--- config.mk ---
export PLATFORM = sky130hd
export DESIGN_NAME = pre_pc_fetch_flat
export DESIGN_NICKNAME = d
export VERILOG_FILES = /design/src/rtl/pre_pc_fetch_if.sv /design/src/rtl/pre_pc_fetch.sv /design/src/flat_wrapper.sv
export SDC_FILE = /design/constraint.sdc
export NUM_CORES = 1
export LEC_CHECK = 0
export BUFFER_PORTS_ARGS = -buffer_cell sky130_fd_sc_hd__buf_2
export CORE_UTILIZATION = 40
export DETAILED_ROUTE_END_ITERATION = 12
export GPL_TIMING_DRIVEN = 0
export PLACE_DENSITY_LB_ADDON = 0.3
export REMOVE_ABC_BUFFERS = 1
export SLEW_MARGIN = 20
export SYNTH_ARGS = -nofsm -noshare
export SYNTH_HDL_FRONTEND = slang
export SYNTH_SLANG_ARGS = --single-unit
--- constraint.sdc ---
create_clock -name clk -period 6.9 [get_ports clk]
set_clock_uncertainty 0.2 [all_clocks]
set_input_delay 0.69 -clock clk [delete_from_list [all_inputs] [get_ports clk]]
set_output_delay 0.69 -clock clk [all_outputs]
set_load 0.03 [all_outputs]
--- src/rtl/pre_pc_fetch_if.sv ---
// Instruction-bus read channel between the prefetch stage (master) and the bus slave.
interface pre_pc_fetch_if #(
  parameter int unsigned ADDR_W = 64,
  parameter int unsigned INST_W = 32
);
  logic              bus_req;
  logic [ADDR_W-1:0] bus_addr;
  logic              bus_gnt;
  logic              bus_rvalid;
  logic [INST_W-1:0] bus_rdata;

  modport master (
    output bus_req, bus_addr,
    input  bus_gnt, bus_rvalid, bus_rdata
  );

  modport slave (
    input  bus_req, bus_addr,
    output bus_gnt, bus_rvalid, bus_rdata
  );
endinterface

--- src/rtl/pre_pc_fetch.sv ---
// Prefetch stage: streams sequential instruction words from the bus into the ICache fill port.
// Optional PREPC_PERF_CNT_EN adds fill and redirect event counters.
module pre_pc_fetch #(
  parameter int unsigned       ADDR_W     = 64,
  parameter int unsigned       INST_W     = 32,
  parameter logic [ADDR_W-1:0] PC_INIT    = 64'h8000_0000,
  parameter int unsigned       FILL_WORDS = 16
) (
  input  logic              clk,
  input  logic              rst,
  pre_pc_fetch_if.master    bus,
  input  logic [ADDR_W-1:0] i_pc_in,
  input  logic              i_jump_flag,
  input  logic [ADDR_W-1:0] i_jump_addr,
  input  logic              i_cache_full,
  input  logic              i_cache_missing,
  output logic [ADDR_W-1:0] o_pre_pc_out,
  output logic [INST_W-1:0] o_inst_out,
`ifdef PREPC_PERF_CNT_EN
  output logic [31:0]       o_fill_cnt,
  output logic [31:0]       o_redirect_cnt,
`endif
  output logic              o_read_shake_hands
);

  localparam int unsigned CNT_W = $clog2(FILL_WORDS);

  typedef enum logic [2:0] {
    S_IDLE,
    S_REQ,
    S_WAIT,
    S_FULL,
    S_DRAIN
  } state_t;

  state_t            r_state, w_state_nxt;
  logic [ADDR_W-1:0] r_pre_pc, w_pre_pc_nxt;
  logic [CNT_W-1:0]  r_word_cnt, w_word_cnt_nxt;

  logic [ADDR_W-1:0] r_pre_pc_out;
  logic [INST_W-1:0] r_inst_out;
  logic              r_rsh;

  logic              w_redirect;
  logic [ADDR_W-1:0] w_target;
  logic [ADDR_W-1:0] w_base;
  logic              w_hs;
  logic              w_last;
  logic              w_fill;

  // Jump outranks a cache-miss refill; IDLE ignores both for its single cycle.
  assign w_redirect = (r_state != S_IDLE) && (i_jump_flag || i_cache_missing);
  assign w_target   = i_jump_flag ? i_jump_addr : i_pc_in;
  assign w_base     = {w_target[ADDR_W-1:2], 2'b00};
  assign w_hs       = bus.bus_req && bus.bus_gnt;
  assign w_last     = (r_word_cnt == CNT_W'(FILL_WORDS - 1));
  assign w_fill     = (r_state == S_WAIT) && bus.bus_rvalid && !w_redirect;

  assign bus.bus_req  = (r_state == S_REQ);
  assign bus.bus_addr = r_pre_pc;

  always_comb begin
    w_state_nxt    = r_state;
    w_pre_pc_nxt   = r_pre_pc;
    w_word_cnt_nxt = r_word_cnt;

    case (r_state)
      S_IDLE: w_state_nxt = S_REQ;
      S_REQ: begin
        // A grant in the redirect cycle leaves a stale read in flight to be drained.
        if (w_redirect)        w_state_nxt = w_hs ? S_DRAIN : S_REQ;
        else if (w_hs)         w_state_nxt = S_WAIT;
        else if (i_cache_full) w_state_nxt = S_FULL;
      end
      S_WAIT: begin
        if (w_redirect)
          w_state_nxt = bus.bus_rvalid ? S_REQ : S_DRAIN;
        else if (bus.bus_rvalid)
          w_state_nxt = (w_last || i_cache_full) ? S_FULL : S_REQ;
      end
      S_FULL: begin
        if (w_redirect) w_state_nxt = S_REQ;
      end
      S_DRAIN: begin
        if (bus.bus_rvalid) w_state_nxt = S_REQ;
      end
      default: w_state_nxt = S_IDLE;
    endcase

    if (w_redirect) begin
      w_pre_pc_nxt   = w_base;
      w_word_cnt_nxt = '0;
    end else if (w_fill) begin
      w_pre_pc_nxt   = r_pre_pc + ADDR_W'(4);
      w_word_cnt_nxt = r_word_cnt + CNT_W'(1);
    end
  end

  always_ff @(posedge clk or posedge rst) begin
    if (rst) begin
      r_state    <= S_IDLE;
      r_pre_pc   <= PC_INIT;
      r_word_cnt <= '0;
    end else begin
      r_state    <= w_state_nxt;
      r_pre_pc   <= w_pre_pc_nxt;
      r_word_cnt <= w_word_cnt_nxt;
    end
  end

  always_ff @(posedge clk or posedge rst) begin
    if (rst) begin
      r_pre_pc_out <= PC_INIT;
      r_inst_out   <= '0;
      r_rsh        <= 1'b0;
    end else begin
      r_rsh <= w_fill;
      if (w_fill) begin
        r_pre_pc_out <= r_pre_pc;
        r_inst_out   <= bus.bus_rdata;
      end
    end
  end

  assign o_pre_pc_out       = r_pre_pc_out;
  assign o_inst_out         = r_inst_out;
  assign o_read_shake_hands = r_rsh;

`ifdef PREPC_PERF_CNT_EN
  logic [31:0] r_fill_cnt;
  logic [31:0] r_redirect_cnt;

  always_ff @(posedge clk or posedge rst) begin
    if (rst) begin
      r_fill_cnt     <= '0;
      r_redirect_cnt <= '0;
    end else begin
      if (w_fill)     r_fill_cnt     <= r_fill_cnt + 32'd1;
      if (w_redirect) r_redirect_cnt <= r_redirect_cnt + 32'd1;
    end
  end

  assign o_fill_cnt     = r_fill_cnt;
  assign o_redirect_cnt = r_redirect_cnt;
`endif

endmodule

--- src/flat_wrapper.sv ---
// flat-port wrapper written by rule: the top's interface ports become plain ports
module pre_pc_fetch_flat 
#(
  parameter int unsigned       ADDR_W     = 64,
  parameter int unsigned       INST_W     = 32,
  parameter logic [ADDR_W-1:0] PC_INIT    = 64'h8000_0000,
  parameter int unsigned       FILL_WORDS = 16
)
  (clk, rst, i_pc_in, i_jump_flag, i_jump_addr, i_cache_full, i_cache_missing, o_pre_pc_out, o_inst_out, o_read_shake_hands, bus_bus_req, bus_bus_addr, bus_bus_gnt, bus_bus_rvalid, bus_bus_rdata);
  pre_pc_fetch_if #(.ADDR_W(ADDR_W), .INST_W(INST_W)) bus_i ();
  input  logic clk;
  input  logic rst;
  input  logic [ADDR_W-1:0] i_pc_in;
  input  logic i_jump_flag;
  input  logic [ADDR_W-1:0] i_jump_addr;
  input  logic i_cache_full;
  input  logic i_cache_missing;
  output logic [ADDR_W-1:0] o_pre_pc_out;
  output logic [INST_W-1:0] o_inst_out;
  output logic o_read_shake_hands;
  output wire logic [$bits(bus_i.bus_req)-1:0] bus_bus_req;
  output wire logic [$bits(bus_i.bus_addr)-1:0] bus_bus_addr;
  input wire logic [$bits(bus_i.bus_gnt)-1:0] bus_bus_gnt;
  input wire logic [$bits(bus_i.bus_rvalid)-1:0] bus_bus_rvalid;
  input wire logic [$bits(bus_i.bus_rdata)-1:0] bus_bus_rdata;
  assign bus_bus_req = bus_i.bus_req;
  assign bus_bus_addr = bus_i.bus_addr;
  assign bus_i.bus_gnt = bus_bus_gnt;
  assign bus_i.bus_rvalid = bus_bus_rvalid;
  assign bus_i.bus_rdata = bus_bus_rdata;
  pre_pc_fetch #(.ADDR_W(ADDR_W), .INST_W(INST_W), .PC_INIT(PC_INIT), .FILL_WORDS(FILL_WORDS)) u_core (.clk(clk), .rst(rst), .bus(bus_i), .i_pc_in(i_pc_in), .i_jump_flag(i_jump_flag), .i_jump_addr(i_jump_addr), .i_cache_full(i_cache_full), .i_cache_missing(i_cache_missing), .o_pre_pc_out(o_pre_pc_out), .o_inst_out(o_inst_out), .o_read_shake_hands(o_read_shake_hands));
endmodule
==> results.yml, run 1 <==
layout:
  antenna_cells: 0
  fin_area_um2: 10800
  final_nets: 1235
  layout-drive-gt1-share_pct: 43.8
  fin_util_pct: 53.2
  n_fill_cell: 1857
  area_delta_synth_final_pct: 29.7
yosys:
  ys.flop_type: "dfrtp_1"
  synthArstFlopShare_pct: 100
  netlist_area_um2: 8350
  synth-seq-area-share_pct: 49.2
  ys_types: 54
  ys_ff_latch: 164
  syn-instance-count: 767
  yosys_warnings: 0
  synth_edf_count: 0
  syn_avg_cell_area_um2: 10.9
placed_design:
  place_hpwl_mm: 16.9
  port_buffers: 320
  place_congestion: 0.734
  pre_cts_slack_ps: 2830
  dpl_cell_area_um2: 10300
flow_run:
  maxCapViolCount: 0
die:
  die_x_um: 146
  rows: 52
  ios: 329
  die_h_um: 146
  coreArea_um2: 20400
  dieArea_um2: 21400
  initial_core_util_pct: 41.0
critical_path:
  rrSetupSlack_ps: 3510
  slowest_delay_ps: 660
  cp-end-kind: "register"
  cp_max_fo: 13
  start_kind: "register"
  worstPathArrival_ps: 3530
  cp_slowest_cell: "nand4bb_1"
  worstSetupPathType: "reg -> reg"
  path_cells: "nand4bb_1 -> nor4_4 -> nand4_1 -> or4_1 -> a31oi_1"
  cp.required_ps: 7040
timing:
  worst_slack_ps: 3510
  period_needed_ps: 3390
  fin_crit_sh_pct: 49.2
  slew_headroom_pct: 45.4
  hold_slack_ps: 65.7
  timing.setup.tns_ps: 0
  setup_viol: 0
  hold_viol: 0
  worstMarginPinSlew_ps: 817
  max_freq_mhz: 295
  grt_setup_unrepaired: "false"
  slew_viol_final: 0
global_route:
  grt_pass1_vias: 7047
  grt_max_degree: 64
  antenna_found_initial: 0
  grt_pass1_wl_mm: 36.7
  grt_usage_pct: 21.7
  gr-total-overflow: 0
detailed_routing:
  routedWlPerCell_um: 17.0
  drt-initial-drc-count: 259
  postRouteAntennaNets: 0
  routed_wl_mm: 22.9
  drt-pass1-iter-count: 4
  drc: 0
  vias: 7078
  vias_per_cell: 5.25
clocking:
  clk_pin_slew_ps: 70
  cts_resized: 0
  cts_buffers: 17
  clockBufferDepth: 2
  cts_hold_buf: 0
  cts_tree: "built"
  clock_latency_ps: 420
  cts_max_level: 4
  cts_setup_buffers: 0
  clock_sinks: 164
  root_buffer: "clkbuf_16"
power_and_ir_drop:
  peakVddDrop_mv: 0.248
  p_leak_nw: 4.98
  powerDensity_nw_per_um2: 444
outcome:
  status: "finished, final reports clean"
worst_hold_path:
  hold_path_class: "in -> async"
state kept, by name, indices dropped and copies added, names as in the netlist:
name                       count
u_core.bus.bus_addr           62
u_core.o_pre_pc_out           62
u_core.r_word_cnt              4
u_core.r_state                 3
u_core.o_inst_out             32
u_core.o_read_shake_hands      1
logic make-up after synthesis:
group                    share of synthesized area (%)
AND/OR/NAND/NOR                                   18.2
flip-flops                                        49.2
AO/OA/AOI/OAI                                     11.6
multiplexers                                      13.9
buffers and inverters                             3.07
XOR/XNOR                                          3.67
adder cells (fa/ha/maj)                          0.300
other                                           0.0449
layer usage:
layer | up-vias | wire length (µm) | GRT usage (%)
met2 | 223 | 11400 | 37.5
li1 | 3457 | - | -
met1 | 3375 | 10100 | 27.4
met5 | - | 0 | 0
met3 | 23 | 1090 | 4.34
met4 | 0 | 348 | 6.46
synth_stat cells, types with 2 or more instances:
master	n	area (µm²)
nor4_2	2	25.0
nor2_1	26	97.6
and3_1	9	56.3
a31oi_1	27	169
nor4_1	8	50.1
nor2b_1	55	344
xor2_1	8	70.1
mux2_2	94	1060
xnor2_1	27	236
o31ai_1	10	75.1
and4_4	2	22.5
and4_1	3	26.3
nand3_2	3	30.0
nand2_1	38	143
mux2i_1	10	100
a21oi_1	32	160
or3_1	17	106
buf_4	4	30.0
dfstp_2	2	52.6
o211ai_1	3	22.5
inv_1	6	22.5
clkbuf_1	34	128
nor3_1	13	65.1
buf_6	2	22.5
nand3_1	25	125
dfrtp_1	162	4050
or4_1	11	82.6
ha_1	2	25.0
nand4_1	22	138
a211oi_1	55	413
nor4_4	2	42.5
o21ai_0	19	95.1
nand4b_1	2	17.5
and2_1	3	18.8
buf_2	10	50.1
final timing paths:
check | startpoint | endpoint | cells after the start
setup / recovery | u_core.r_state[2]$_DFFE_PP0P_ | u_core.bus.bus_addr[58]$_DFFE_PP0P_ | 5
hold / removal | rst | u_core.o_inst_out[25]$_DFFE_PP0P_ | 2
setup reg to reg | u_core.r_state[2]$_DFFE_PP0P_ | u_core.bus.bus_addr[58]$_DFFE_PP0P_ | 5
hold reg to reg | u_core.o_pre_pc_out[47]$_DFFE_PP0P_ | u_core.o_pre_pc_out[47]$_DFFE_PP0P_ | 1
max in group asynchronous | rst | u_core.bus.bus_addr[31]$_DFFE_PP1P_ | 3
min in group clk | bus_bus_rdata[16] | u_core.o_inst_out[16]$_DFFE_PP0P_ | 2
cell usage in the layout, fill, tap and decap left out, drive strengths merged, types with 12 or more instances in the layout:
cell type,count
o21ai,19
inv,14
or3,17
a211oi,55
nand2,38
xnor2,27
nor3,14
nor4,12
nand4,24
a21oi,32
or4,12
mux2,94
nor2b,55
dfrtp,162
nand3,28
nor2,26
a31oi,27
clkbuf,18
buf,327
critical path: cells and delay by family, from the launching register on:
kind	cells	cell delay (ps)
compound gates	1	160
flops	1	480
simple gates	4	2470
metrics by stage:
stage | cells | power (W)
after floorplan | 720 | 0.00314
after global placement | 1310 | 0.00386
after detailed placement | 1317 | 0.00392
after CTS | 1349 | 0.00485
after global routing | 1349 | 0.00509
final | 1349 | 0.00481
cell type report:
| class | instances | area, µm² | area share [%] |
|---|---|---|---|
| repair buffers | 327 | 1770 | 16.3 |
| flip-flops and latches | 164 | 4110 | 37.9 |
| inverters | 7 | 33.8 | 0.312 |
| clock buffers | 18 | 429 | 3.96 |
| well taps | 270 | 338 | 3.12 |
| clock inverters | 14 | 139 | 1.28 |
| multi-input cells | 549 | 4010 | 37.1 |
report_power, final:
group          leakage, nW  total [W]  switching, W  internal [W]
clock                0.277   0.000919      0.000438      0.000481
sequential            2.06    0.00176      0.000437       0.00133
combinational         2.65    0.00212       0.00141      0.000713
Power figures use the tool's default switching activity.
==> run 2, diff against run 1 <==
--- a/config.mk
+++ b/config.mk
@@ -5,6 +5,7 @@
 export SDC_FILE = /design/constraint.sdc
 export NUM_CORES = 1
 export LEC_CHECK = 0
+export ABC_AREA = 1
 export BUFFER_PORTS_ARGS = -buffer_cell sky130_fd_sc_hd__buf_2
 export CORE_UTILIZATION = 40
 export DETAILED_ROUTE_END_ITERATION = 12
==> constraint.sdc (replaced) <==
create_clock -name clk -period 3.48 [get_ports clk]
set_clock_uncertainty 0.2 [all_clocks]
set_input_delay 0.348 -clock clk [delete_from_list [all_inputs] [get_ports clk]]
set_output_delay 0.348 -clock clk [all_outputs]
set_load 0.03 [all_outputs]
==> results.yml, run 2 <==
yosys:
  syn_avg_cell_area_um2: 6.96
  yosysTopAreaCellShare_pct: 42.8
  yosys_warnings: 0
  yosysMostFrequentCell: "nand2_1"
  yosys-top-cells-area: "dfrtp_1, nand2_1, nor2_1"
  synthArstFlopShare_pct: 100
  ys_ff_latch: 164
  netlist_area_um2: 9480
  ys_types: 40
  yosysTopAreaCell: "dfrtp_1"
  syn-instance-count: 1363
  ys_top_cells_by_count: "nand2_1, nor2_1, dfrtp_1"
  ys.flop_type: "dfrtp_1"
  synth_edf_count: 0
  synth-seq-area-share_pct: 43.3
global_route:
  grt_pass1_vias: 9333
  grt_max_degree: 84
  grt_usage_pct: 27.0
  gr-total-overflow: 0
  antenna_found_initial: 0
  grt_pass1_wl_mm: 50.6
detailed_routing:
  postRouteAntennaNets: 0
  routed_wl_mm: 32.6
  drt-pass1-iter-count: 6
  drc: 0
  routedWlPerCell_um: 16.2
  drt-initial-drc-count: 594
  vias: 10000
  vias_per_cell: 4.99
clocking:
  cts_tree: "built"
  root_buffer: "clkbuf_16"
  cts_max_level: 4
  clock_sinks: 164
  clock_latency_ps: 430
  clockBufferDepth: 2
  cts_buffers: 17
  clk_pin_slew_ps: 70
layout:
  antenna_cells: 0
  final_common_cell: "nand2_1"
  n_fill_cell: 2291
  area_delta_synth_final_pct: 29.8
  final_cell_mix: "nand2_1, buf_2, nor2_1"
  regArea_um2: 4110
  multi_input_area_um2: 4600
  fin_util_pct: 53.7
  layout-drive-gt1-share_pct: 23.5
  final_nets: 1853
timing:
  fin_crit_sh_pct: 88.1
  period_needed_ps: 3070
  grt_setup_unrepaired: "false"
  hold_slack_ps: 42.8
  max_freq_mhz: 326
  hold_viol: 0
  setup_viol: 0
  worstMarginPinSlew_ps: 703
  slew_headroom_pct: 53.1
  slew_viol_final: 0
  timing.setup.tns_ps: 0
power_and_ir_drop:
  peakVddDrop_mv: 0.411
  p_leak_nw: 6.56
  powerDensity_nw_per_um2: 880
outcome:
  status: "finished, final reports clean"
flow_run:
  maxCapViolCount: 0
die:
  initial_core_util_pct: 41.4
  die_h_um: 156
  dieArea_um2: 24300
  rows: 55
  die_x_um: 156
  ios: 329
  coreArea_um2: 22900
critical_path:
  worstSetupPathType: "reg -> reg"
  cp.required_ps: 3600
  cp-end-kind: "register"
  start_kind: "register"
  worstPathArrival_ps: 3180
  cp_max_fo: 75
worst_hold_path:
  hold_path_class: "in -> reg"
placed_design:
  port_buffers: 320
  place_hpwl_mm: 23.2
  place_congestion: 0.907
==> run 2: changes by cell type after synthesis, sizes merged, moves of 53 or more <==
cell,before,now
a211oi,55,2
inv,6,124
nor2b,55,0
o21ai,19,95
nand2,38,450
nor2,26,235
mux2,94,0
==> run 2: power by group <==
part           switching (W)  internal, W  total (W)  leakage (nW)
clock               0.000839      0.00109    0.00193         0.276
sequential          0.000799      0.00268    0.00348          2.08
combinational        0.00380      0.00161    0.00541          4.21
==> run 2: worst paths after layout <==
path | start | to | slack (ps) | depth (start not counted)
max | u_core.r_state[1]$_DFFE_PP0P_ | u_core.bus.bus_addr[42]$_DFFE_PP0P_ | 410 | 10
min | i_pc_in[11] | u_core.bus.bus_addr[11]$_DFFE_PP0P_ | 40 | 5
max reg2reg | u_core.r_state[1]$_DFFE_PP0P_ | u_core.bus.bus_addr[42]$_DFFE_PP0P_ | 410 | 10
min reg2reg | u_core.r_word_cnt[3]$_DFFE_PP0P_ | u_core.r_word_cnt[3]$_DFFE_PP0P_ | 260 | 1
max in group asynchronous | rst | u_core.o_pre_pc_out[53]$_DFFE_PP0P_ | 1900 | 4
min in group asynchronous | rst | u_core.o_pre_pc_out[11]$_DFFE_PP0P_ | 340 | 3
==> run 2: per-layer routing <==
metal	part of all wire, %	global-route usage (%)	vias up
met1	46	36.0	4648
met4	1.7	7.42	0
met2	47	45.3	373
li1	-	-	4980
met3	6.0	4.28	33
met5	0	0	-
==> run 2: logic make-up (layout without fill, tap and decap cells) <==
group,after synthesis,in the layout,synth area share (%)
AO/OA/AOI/OAI,202,202,13.4
flip-flops,164,164,43.3
other,1,4,0.0396
buffers and inverters,187,517,8.56
XOR/XNOR,8,8,0.739
multiplexers,1,1,0.106
AND/OR/NAND/NOR,798,798,33.5
adder cells (fa/ha/maj),2,2,0.264
==> run 2: layout make-up <==
cell class | count | share of cell area [%]
Clock buffer | 19 | 3.60
Clock inverter | 12 | 1.20
Inverter | 124 | 3.95
Multi-Input combinational cell | 1015 | 37.4
Sequential cell | 164 | 33.4
Tap cell | 313 | 3.18
Timing Repair Buffer | 362 | 17.3
==> run 2: critical path, cell delays in order (launching register included) <==
cell,delay (ps)
dfrtp_1,440
nor2_1,220
a21oi_4,130
inv_6,370
buf_16,330
nand2_8,310
buf_16,310
inv_8,330
nand3_1,120
nand3_1,90
inv_1,50
==> run 2: what timing repair did <==
action	in CTS	in global routing
gates resized for setup	1	2
setup buffers	1	0
hold endpoints to repair	114	0
hold buffers	35	0
endpoints found under the setup margin	60	59
==> run 2: stage by stage <==
stage | worst slack (ps) | cells | total power [W] | area (µm²)
2_1_floorplan | -1500 | 1303 | 0.00693 | 9150
3_3_place_gp | -4800 | 1936 | 0.00870 | 11100
3_5_place_dp | -716 | 1942 | 0.00886 | 11300
4_1_cts | 8.49 | 2009 | 0.0109 | 12300
5_1_grt | 111 | 2009 | 0.0115 | 12300
6_report | 415 | 2009 | 0.0108 | 12300
